`src/rtl/capture_pkg.sv`:
```
// Shared types and constants for the audio capture burst controller.
package capture_pkg;

  typedef enum logic [1:0] {
    IDLE,
    COLLECT,
    BURST,
    DONE
  } state_t;

  localparam int unsigned BYTES_PER_WORD     = 4;
  localparam int unsigned DEFAULT_BURST_LEN  = 4;
  localparam int unsigned DEFAULT_FIFO_DEPTH = 8;

  // Beats for the next burst: a full burst, or whatever is left of the run.
  function automatic logic [2:0] burst_beats(input logic [31:0] remaining,
                                             input int unsigned burst_len);
    if (remaining >= 32'(burst_len)) return 3'(burst_len);
    return remaining[2:0];
  endfunction

endpackage

```
`src/rtl/capture_fifo.sv`:
```
// Sample FIFO between the read_ready strobe side and the Avalon-MM burst side.
module capture_fifo
  import capture_pkg::*;
#(
  parameter int unsigned DEPTH = DEFAULT_FIFO_DEPTH,
  parameter int unsigned WIDTH = 32
) (
  input  logic                     CLK,
  input  logic                     RESET,
  input  logic                     push,
  input  logic                     pop,
  input  logic [WIDTH-1:0]         din,
  output logic [WIDTH-1:0]         dout,
  output logic                     full,
  output logic                     empty,
  output logic [$clog2(DEPTH):0]   count
);

  localparam int unsigned AW = $clog2(DEPTH);

  logic [WIDTH-1:0] mem [DEPTH];
  logic [AW-1:0]    wr_ptr;
  logic [AW-1:0]    rd_ptr;
  logic [AW:0]      occ;
  logic             do_push;
  logic             do_pop;

  assign full    = (occ == (AW+1)'(DEPTH));
  assign empty   = (occ == '0);
  assign count   = occ;
  assign do_push = push && !full;
  assign do_pop  = pop && !empty;
  assign dout    = mem[rd_ptr];

  always_ff @(posedge CLK or negedge RESET) begin
    if (!RESET) begin
      wr_ptr <= '0;
      rd_ptr <= '0;
      occ    <= '0;
    end else begin
      if (do_push) wr_ptr <= wr_ptr + AW'(1);
      if (do_pop)  rd_ptr <= rd_ptr + AW'(1);
      case ({do_push, do_pop})
        2'b10:   occ <= occ + (AW+1)'(1);
        2'b01:   occ <= occ - (AW+1)'(1);
        default: occ <= occ;
      endcase
    end
  end

  // Storage carries no reset; pointers and occupancy define validity.
  always_ff @(posedge CLK) begin
    if (do_push) mem[wr_ptr] <= din;
  end

endmodule

```
`src/rtl/capture_burst_ctrl.sv`:
```
// Captures strobed microphone samples into a FIFO and writes them to memory
// as Avalon-MM write bursts of up to BURST_LEN beats.
module capture_burst_ctrl
  import capture_pkg::*;
#(
  parameter int unsigned BURST_LEN  = DEFAULT_BURST_LEN,
  parameter int unsigned FIFO_DEPTH = DEFAULT_FIFO_DEPTH
) (
  input  logic        CLK,
  input  logic        RESET,
  input  logic        start,
  input  logic        read_ready,
  input  logic [31:0] mic_data,
  input  logic [31:0] start_address,
  input  logic [31:0] number_samples,
  output logic [31:0] AM_ADDR,
  output logic [2:0]  AM_BURSTCOUNT,
  output logic        AM_WRITE,
  output logic [31:0] AM_WRITEDATA,
  output logic [3:0]  AM_BYTEENABLE,
  input  logic        AM_WAITREQUEST,
  output logic        FINISHED,
  output logic        BUSY,
  output logic        OVERFLOW
);

  localparam int unsigned CW = $clog2(FIFO_DEPTH) + 1;

  state_t          state;
  logic            rr_prev;
  logic            rise;
  logic            want_push;
  logic            push;
  logic            drop;
  logic            pop;
  logic            fifo_full;
  logic            fifo_empty;
  logic [CW-1:0]   fifo_count;
  logic [31:0]     fifo_head;
  logic [31:0]     total;
  logic [31:0]     pushed;
  logic [31:0]     remaining;
  logic [2:0]      beats_left;
  logic [2:0]      next_burst;
  logic [31:0]     addr;
  logic [2:0]      burstcount;
  logic            am_write;
  logic [3:0]      byteenable;
  logic            finished;
  logic            busy;
  logic            overflow;

  assign rise       = read_ready && !rr_prev;
  // busy is high exactly in COLLECT/BURST, so it doubles as the accept window.
  assign want_push  = rise && busy && (pushed != total);
  assign push       = want_push && !fifo_full;
  assign drop       = want_push && fifo_full;
  assign pop        = am_write && !AM_WAITREQUEST && !fifo_empty;
  assign next_burst = burst_beats(remaining, BURST_LEN);

  capture_fifo #(
    .DEPTH (FIFO_DEPTH),
    .WIDTH (32)
  ) u_fifo (
    .CLK   (CLK),
    .RESET (RESET),
    .push  (push),
    .pop   (pop),
    .din   (mic_data),
    .dout  (fifo_head),
    .full  (fifo_full),
    .empty (fifo_empty),
    .count (fifo_count)
  );

  always_ff @(posedge CLK or negedge RESET) begin
    if (!RESET) begin
      state      <= IDLE;
      rr_prev    <= 1'b0;
      total      <= '0;
      pushed     <= '0;
      remaining  <= '0;
      beats_left <= '0;
      addr       <= '0;
      burstcount <= '0;
      am_write   <= 1'b0;
      byteenable <= '0;
      finished   <= 1'b0;
      busy       <= 1'b0;
      overflow   <= 1'b0;
    end else begin
      rr_prev <= read_ready;
      if (push) pushed   <= pushed + 32'd1;
      if (drop) overflow <= 1'b1;

      case (state)
        IDLE, DONE: begin
          if (start) begin
            addr      <= start_address & ~32'h3;
            total     <= number_samples;
            remaining <= number_samples;
            pushed    <= '0;
            overflow  <= 1'b0;
            if (number_samples == '0) begin
              state    <= DONE;
              finished <= 1'b1;
              busy     <= 1'b0;
            end else begin
              state    <= COLLECT;
              finished <= 1'b0;
              busy     <= 1'b1;
            end
          end
        end

        COLLECT: begin
          // Enough data buffered for the whole burst, so beats never starve.
          if (32'(fifo_count) >= 32'(next_burst)) begin
            state      <= BURST;
            am_write   <= 1'b1;
            byteenable <= '1;
            burstcount <= next_burst;
            beats_left <= next_burst;
          end
        end

        BURST: begin
          if (pop) begin
            remaining <= remaining - 32'd1;
            if (beats_left == 3'd1) begin
              addr       <= addr + 32'(BYTES_PER_WORD) * 32'(burstcount);
              am_write   <= 1'b0;
              byteenable <= '0;
              burstcount <= '0;
              beats_left <= '0;
              if (remaining == 32'd1) begin
                state    <= DONE;
                finished <= 1'b1;
                busy     <= 1'b0;
              end else begin
                state <= COLLECT;
              end
            end else begin
              beats_left <= beats_left - 3'd1;
            end
          end
        end

        default: state <= IDLE;
      endcase
    end
  end

  assign AM_ADDR       = addr;
  assign AM_BURSTCOUNT = burstcount;
  assign AM_WRITE      = am_write;
  assign AM_BYTEENABLE = byteenable;
  assign AM_WRITEDATA  = am_write ? fifo_head : '0;
  assign FINISHED      = finished;
  assign BUSY          = busy;
  assign OVERFLOW      = overflow;

endmodule

```
`config.mk`:
```
export PLATFORM = sky130hd
export DESIGN_NAME = capture_burst_ctrl
export DESIGN_NICKNAME = d
export VERILOG_FILES = /design/src/rtl/capture_pkg.sv /design/src/rtl/capture_fifo.sv /design/src/rtl/capture_burst_ctrl.sv
export SDC_FILE = /design/constraint.sdc
export NUM_CORES = 1
export LEC_CHECK = 0
export ABC_AREA = 1
export CAP_MARGIN = 25
export CORE_ASPECT_RATIO = 2
export CORE_MARGIN = 1.5
export CORE_UTILIZATION = 30
export CTS_BUF_LIST = sky130_fd_sc_hd__clkbuf_4 sky130_fd_sc_hd__clkbuf_8
export DETAILED_ROUTE_END_ITERATION = 12
export MAX_ROUTING_LAYER = met4
export PLACE_DENSITY_LB_ADDON = 0.05
export SYNTH_ARGS = -nofsm -noshare
export SYNTH_HDL_FRONTEND = slang
export SYNTH_SLANG_ARGS = --single-unit
```
`constraint.sdc`:
```
create_clock -name CLK -period 11.35 [get_ports CLK]
set_input_delay 2.27 -clock CLK [delete_from_list [all_inputs] [get_ports CLK]]
set_output_delay 2.27 -clock CLK [all_outputs]
set_load 0.03 [all_outputs]
```
==> reports/results.tsv, run 1 <==
metric	value	unit
worst setup margin	4.68	ns
vias in the first global route	15700	
Yosys reg bits	405	
Final Setup Violations	0	
Inserted Clock Buffers	69	
Port Buffers	171	
clock sinks	405	
Ys Warns	0	
Post-synth EDFFs	256	
Critical Path Sink Type	output pin	
I/O pin cnt	176	
final hold vios	0	
routability cong.	0.863	
Total Routing Usage GR	0.187	
Main synth FF type	edfxtp_1	
Critical Path AT	4.40	ns
DRT Pass-1 Iters	5	
leakage power	9.08	nW
initial antenna violation count	3	
number of library cell types mapped by synthesis	42	
Root Buffer	clkbuf_8	
Place WS	5.20	ns
achievable frequency	150	MHz
Final Max Slew Viols	0	
Hold Buf Count CTS	0	
Crit Path Class	register to output pin	
Async S/R FF share, synth	0.368	
Post-Syn Instances	2137	
Final Core Density	0.364	
die area	66900	um^2
Vias	15400	
R2R Setup Slk	7.76	ns
nets@finish	2420	
CTS tree	yes	
worst min-delay path class	register to register	
final clock skew	0.0317	ns
post-CTS setup repair buffer count	0	
post-route DRC violation count	0	
sequential share of the synthesized area	0.583	
PD cells	265	nW/um^2
Iteration-0 DRC Markers	662	
Avg Cell Area, Syn	9.16	um^2
Worst Max-Slew Pin Slew	0.946	ns
Area Overhead vs Synth	20.2	%
later-pin clock latency in the skew report	0.64	ns
largest net degree at the start of global routing	81	
core area	64600	um^2
initial core utilization	0.303	
Die Ht	364	um
WL per Instance	18.5	um
# H-tree levels	3	
CP Max Fanout	66	
Synth Cell Area	19600	um^2
FP Rows	132	
status	complete, no violations	
Hold Slack	0.497	ns
share of post-route cells with drive strength above 1	0.0724	
Clock Tree Buf Depth	3	
Max-Slew Margin vs Limit	0.368	
Max VDD drop	0.115	mV
WP data required	9.08	ns
first-pass GRT wire length	91.9	mm
post_cts resized	0	
Fill cells	6637	
GR Overflow Total	0	
Detailed Route WL	59.7	mm
CP startpoint kind	register	
drt via density	4.77	
RSZ-0062 raised after global routing	no	
Max Cap Viol	0	
Worst-path clk slew	0.06	ns
placed wire-length estimate	38.0	mm
Final min period	6.67	ns
period utilisation layout	0.588	
final total power	0.00624	W
Routed Antenna Nets	0	
TNS Setup	0	ns
Die X	184	um
[path summary, 6_finish.rpt]
kind | start | end | cells past startpoint
setup / recovery | u_fifo.rd_ptr[0] | AM_WRITEDATA[29] | 7
hold / removal | total[20] | total[20] | 2
setup reg to reg | pushed[31] | u_fifo.count[3] | 16
hold reg to reg | total[20] | total[20] | 2
max in group asynchronous | RESET | AM_ADDR[15] | 3
min in group asynchronous | RESET | remaining[24] | 1
[area by class of cell]
type                            instances  area (um^2)  area share
Clock inverter                         21          150     0.00638
Sequential cell                       405        11400       0.485
Timing Repair Buffer                  193         1900      0.0806
Antenna cell                            3         7.51    0.000319
Inverter                              188          707      0.0300
Clock buffer                          101         1240      0.0527
Tap cell                              871         1090      0.0463
Multi-Input combinational cell       1440         7020       0.298
[power breakdown]
part,switching [W],internal [W],total [W],leakage (nW)
Clock,0.000632,0.000729,0.00136,0.739
Sequential,0.000318,0.00187,0.00218,4.14
Combinational,0.00177,0.000929,0.00270,4.20
Total,0.00272,0.00352,0.00624,9.08
[stage by stage]
| step | instance area (um^2) | instances |
|---|---|---|
| global route | 23500 | 3222 |
| floorplan | 19600 | 2138 |
| detailed placement | 22100 | 3096 |
| global placement | 22100 | 3096 |
| finish | 23500 | 3222 |
| CTS | 23500 | 3218 |
[synthesized netlist by cell type (2+ instances only)]
library cell  number  area share
nor2_1           372       0.071
nand2_1          370       0.071
o21ai_0          305       0.078
edfxtp_1         256        0.39
inv_1            182       0.035
dfrtp_1          149        0.19
clkbuf_1          58       0.011
a21oi_1           54       0.014
nand3_1           51       0.013
xor2_1            45       0.020
o22ai_1           38       0.012
nor3_1            36      0.0092
a31oi_1           35       0.011
xnor2_1           28       0.013
nand4_1           25      0.0080
ha_1              20       0.013
buf_2             18      0.0046
buf_1             15      0.0029
buf_4             11      0.0042
nor4_1            10      0.0032
o21ai_1           10      0.0026
inv_2              6      0.0012
o211ai_1           6      0.0023
o21a_1             6      0.0023
buf_6              3      0.0017
nand3b_1           3      0.0012
nor2_2             3     0.00096
or2_2              3     0.00096
a22o_1             2     0.00090
a22oi_1            2     0.00077
fa_1               2      0.0020
nor2_4             2      0.0012
o31ai_1            2     0.00077
[kinds of logic (layout without fill, tap and decap cells)]
| logic type | count (synthesis) | after routing | synth area share |
|---|---|---|---|
| compound gates | 462 | 462 | 0.126 |
| xor+xnor | 73 | 73 | 0.0327 |
| fa+ha+maj | 22 | 22 | 0.0148 |
| buf+inv | 293 | 503 | 0.0606 |
| flops | 405 | 405 | 0.583 |
| mux | 1 | 1 | 0.000575 |
| other cells | 1 | 5 | 0.000192 |
| simple gates | 880 | 880 | 0.182 |
[layer usage]
| layer | track usage | part of all wire |
|---|---|---|
| met5 | - | 0 |
| met4 | 0.0720 | 0.031 |
| met3 | 0.0326 | 0.047 |
| met2 | 0.339 | 0.53 |
| met1 | 0.200 | 0.39 |
[registers in the layout (all words and copies together), names as in the netlist, 2 cells and up]
register and count:
AM_ADDR 30, beats_left 3, u_fifo.mem 256, u_fifo.wr_ptr 3, remaining 32, pushed 32
AM_BURSTCOUNT 3, state 2, total 32, u_fifo.count 4, u_fifo.rd_ptr 3
[placed cells by master, fill, tap and decap left out, types with 19 or more instances in the layout]
| cell type | netlist | routed |
|---|---|---|
| nor2_1 | 372 | 372 |
| nand2_1 | 370 | 369 |
| o21ai_0 | 305 | 305 |
| edfxtp_1 | 256 | 256 |
| inv_1 | 182 | 177 |
| clkdlybuf4s50_1 | 0 | 170 |
| dfrtp_1 | 149 | 147 |
| clkbuf_8 | 0 | 77 |
| a21oi_1 | 54 | 54 |
| nand3_1 | 51 | 51 |
| xor2_1 | 45 | 45 |
| o22ai_1 | 38 | 38 |
| a31oi_1 | 35 | 35 |
| xnor2_1 | 28 | 28 |
| nor3_1 | 36 | 28 |
| nand4_1 | 25 | 25 |
| clkbuf_4 | 0 | 24 |
| buf_4 | 11 | 21 |
| ha_1 | 20 | 19 |
[worst max-delay path, stage by stage, from the launching register on]
cell and delay, ns:
dfrtp_4 0.90, clkinv_2 0.90, buf_4 0.63, o21ai_0 0.24, o22ai_1 0.08, o21ai_0 0.16, a31oi_1 0.14, clkdlybuf4s50_1 0.69
(Power assumes the default switching activity.)
==> run 2: changes to the inputs <==
clock period = 5.55 ns   (was 11.35 ns; I/O delays follow)
==> reports/results.tsv, run 2 (synthesis results as in run 1) <==
metric	value	unit
worst setup margin	0.827	ns
core area	64600	um^2
Worst Max-Slew Pin Slew	0.979	ns
Hold Buf Count CTS	0	
# H-tree levels	3	
first-pass GRT wire length	92.7	mm
Final Max Slew Viols	0	
GR Overflow Total	0	
vias in the first global route	15700	
Port Buffers	171	
post-CTS setup repair buffer count	0	
CTS tree	yes	
Vias	15300	
nets@finish	2425	
post_cts resized	0	
drt via density	4.76	
Final min period	4.72	ns
initial antenna violation count	3	
DRT Pass-1 Iters	5	
I/O pin cnt	176	
Inserted Clock Buffers	68	
commonest non-fill, non-tap cell in the layout	nor2_1	
FP Rows	132	
final hold vios	0	
initial core utilization	0.303	
WP data required	4.44	ns
final clock skew	0.0212	ns
later-pin clock latency in the skew report	0.63	ns
delay-heaviest family, CP	buffers and inverters	
Max-Slew Margin vs Limit	0.347	
Root Buffer	clkbuf_8	
Detailed Route WL	60.5	mm
status	complete, no violations	
Max Cap Viol	0	
Final Setup Violations	0	
Area Overhead vs Synth	20.4	%
routability cong.	0.853	
placed wire-length estimate	39.1	mm
PD cells	544	nW/um^2
final total power	0.0128	W
Total Routing Usage GR	0.189	
Slowest-stage cell, CP	clkdlybuf4s50_1	
achievable frequency	212	MHz
leakage power	9.08	nW
worst min-delay path class	register to register	
post-route DRC violation count	0	
most frequent cells in the layout	nor2_1, nand2_1, o21ai_0	
largest net degree at the start of global routing	86	
Critical Path AT	3.61	ns
Max VDD drop	0.305	mV
Die Ht	364	um
CP Max Fanout	44	
critical path's most frequent cell	o21ai_0	
Critical Path Sink Type	output pin	
Clock Tree Buf Depth	3	
Worst-path clk slew	0.07	ns
die area	66900	um^2
RSZ-0062 raised after global routing	no	
WL per Instance	18.8	um
WP buf/inv	2	
Crit Path Class	register to output pin	
Fill cells	6615	
Die X	184	um
TNS Setup	0	ns
Place WS	1.41	ns
clock sinks	405	
Iteration-0 DRC Markers	651	
period utilisation layout	0.851	
share of post-route cells with drive strength above 1	0.0712	
crit-path max cell delay	0.78	ns
Largest Register	u_fifo.mem	
CP startpoint kind	register	
Routed Antenna Nets	0	
max reg flops	256	
CP cell instances	buf_4 -> o21ai_0 -> o22ai_1 -> o21ai_0 -> a31oi_1 -> clkdlybuf4s50_1	
-- run 2: cell types whose count changed in the layout (fill, tap and decap cells not counted) --
cell        delta
clkinvlp_4     +1
clkinv_1       +2
clkinv_8       -1
clkinv_2       +3
clkbuf_4      -13
buf_12         +2
inv_8          -1
buf_4          +4
bufinv_16      +2
-- run 2: path summary, 6_finish.rpt --
kind | startpoint | to | depth (start not counted) | slack (ns)
setup reg to reg | remaining[22] | AM_BYTEENABLE[2] | 15 | 2.50
min in group asynchronous | RESET | remaining[26] | 1 | 0.51
max in group asynchronous | RESET | AM_ADDR[4] | 2 | 4.06
setup / recovery | u_fifo.rd_ptr[1] | AM_WRITEDATA[23] | 6 | 0.83
hold reg to reg | FINISHED | FINISHED | 2 | 0.49
hold / removal | FINISHED | FINISHED | 2 | 0.49
-- run 2: report_power, final --
group / switching [W] / total (W) / internal [W] / leakage [nW]
sequential: 0.000614 / 0.00443 / 0.00382 / 4.14
combinational: 0.00368 / 0.00563 / 0.00195 / 4.23
clock: 0.00128 / 0.00277 / 0.00149 / 0.709
-- run 2: stage by stage --
stage               instance area (um^2)  hold slack, ns   util  cells
finish                             23600           0.490  0.365   3221
global route                       23600           0.520  0.365   3221
CTS                                23600           0.492  0.365   3218
detailed placement                 22200           0.486  0.344   3103
global placement                   22200           0.483  0.343   3102
floorplan                          19600           0.464      -   2138
-- run 2: metal layers --
metal  track usage  part of all wire  wire length, um
met1         0.202              0.39            23800
met2         0.339              0.52            31700
met3        0.0337             0.045             2750
met4        0.0805             0.036             2210
met5             -                 0                0
-- run 2: worst reg2reg max path, cell delays in order, from the launching register on --
cell	delay (ns)
dfrtp_1	0.41
inv_1	0.12
nand2_1	0.09
nor2_2	0.24
nand2_1	0.08
nor2_1	0.21
nand2_1	0.24
nor2_1	0.22
ha_1	0.26
o21a_1	0.18
o21ai_0	0.14
nand2_1	0.12
nand3_1	0.19
inv_1	0.14
nand2_1	0.18
o21ai_0	0.10
-- run 2: area by class of cell --
| cell class | count | area [um^2] | share of cell area |
|---|---|---|---|
| timing repair buffer | 199 | 1970 | 0.0835 |
| sequential | 405 | 11400 | 0.485 |
| clock buffer | 88 | 1140 | 0.0485 |
| inverter | 188 | 707 | 0.0300 |
| multi-input combinational | 1440 | 7020 | 0.298 |
| clock inverter | 27 | 213 | 0.00902 |
| tap | 871 | 1090 | 0.0462 |
| antenna | 3 | 7.51 | 0.000319 |
==> run 3: changes to the inputs <==
ABC_CLOCK_PERIOD_IN_PS = 5550   (was unset)
GPL_ROUTABILITY_DRIVEN = 0   (was unset)
==> results of run 3 <==
Final layout, timing and power as in run 2 (identical DEF).
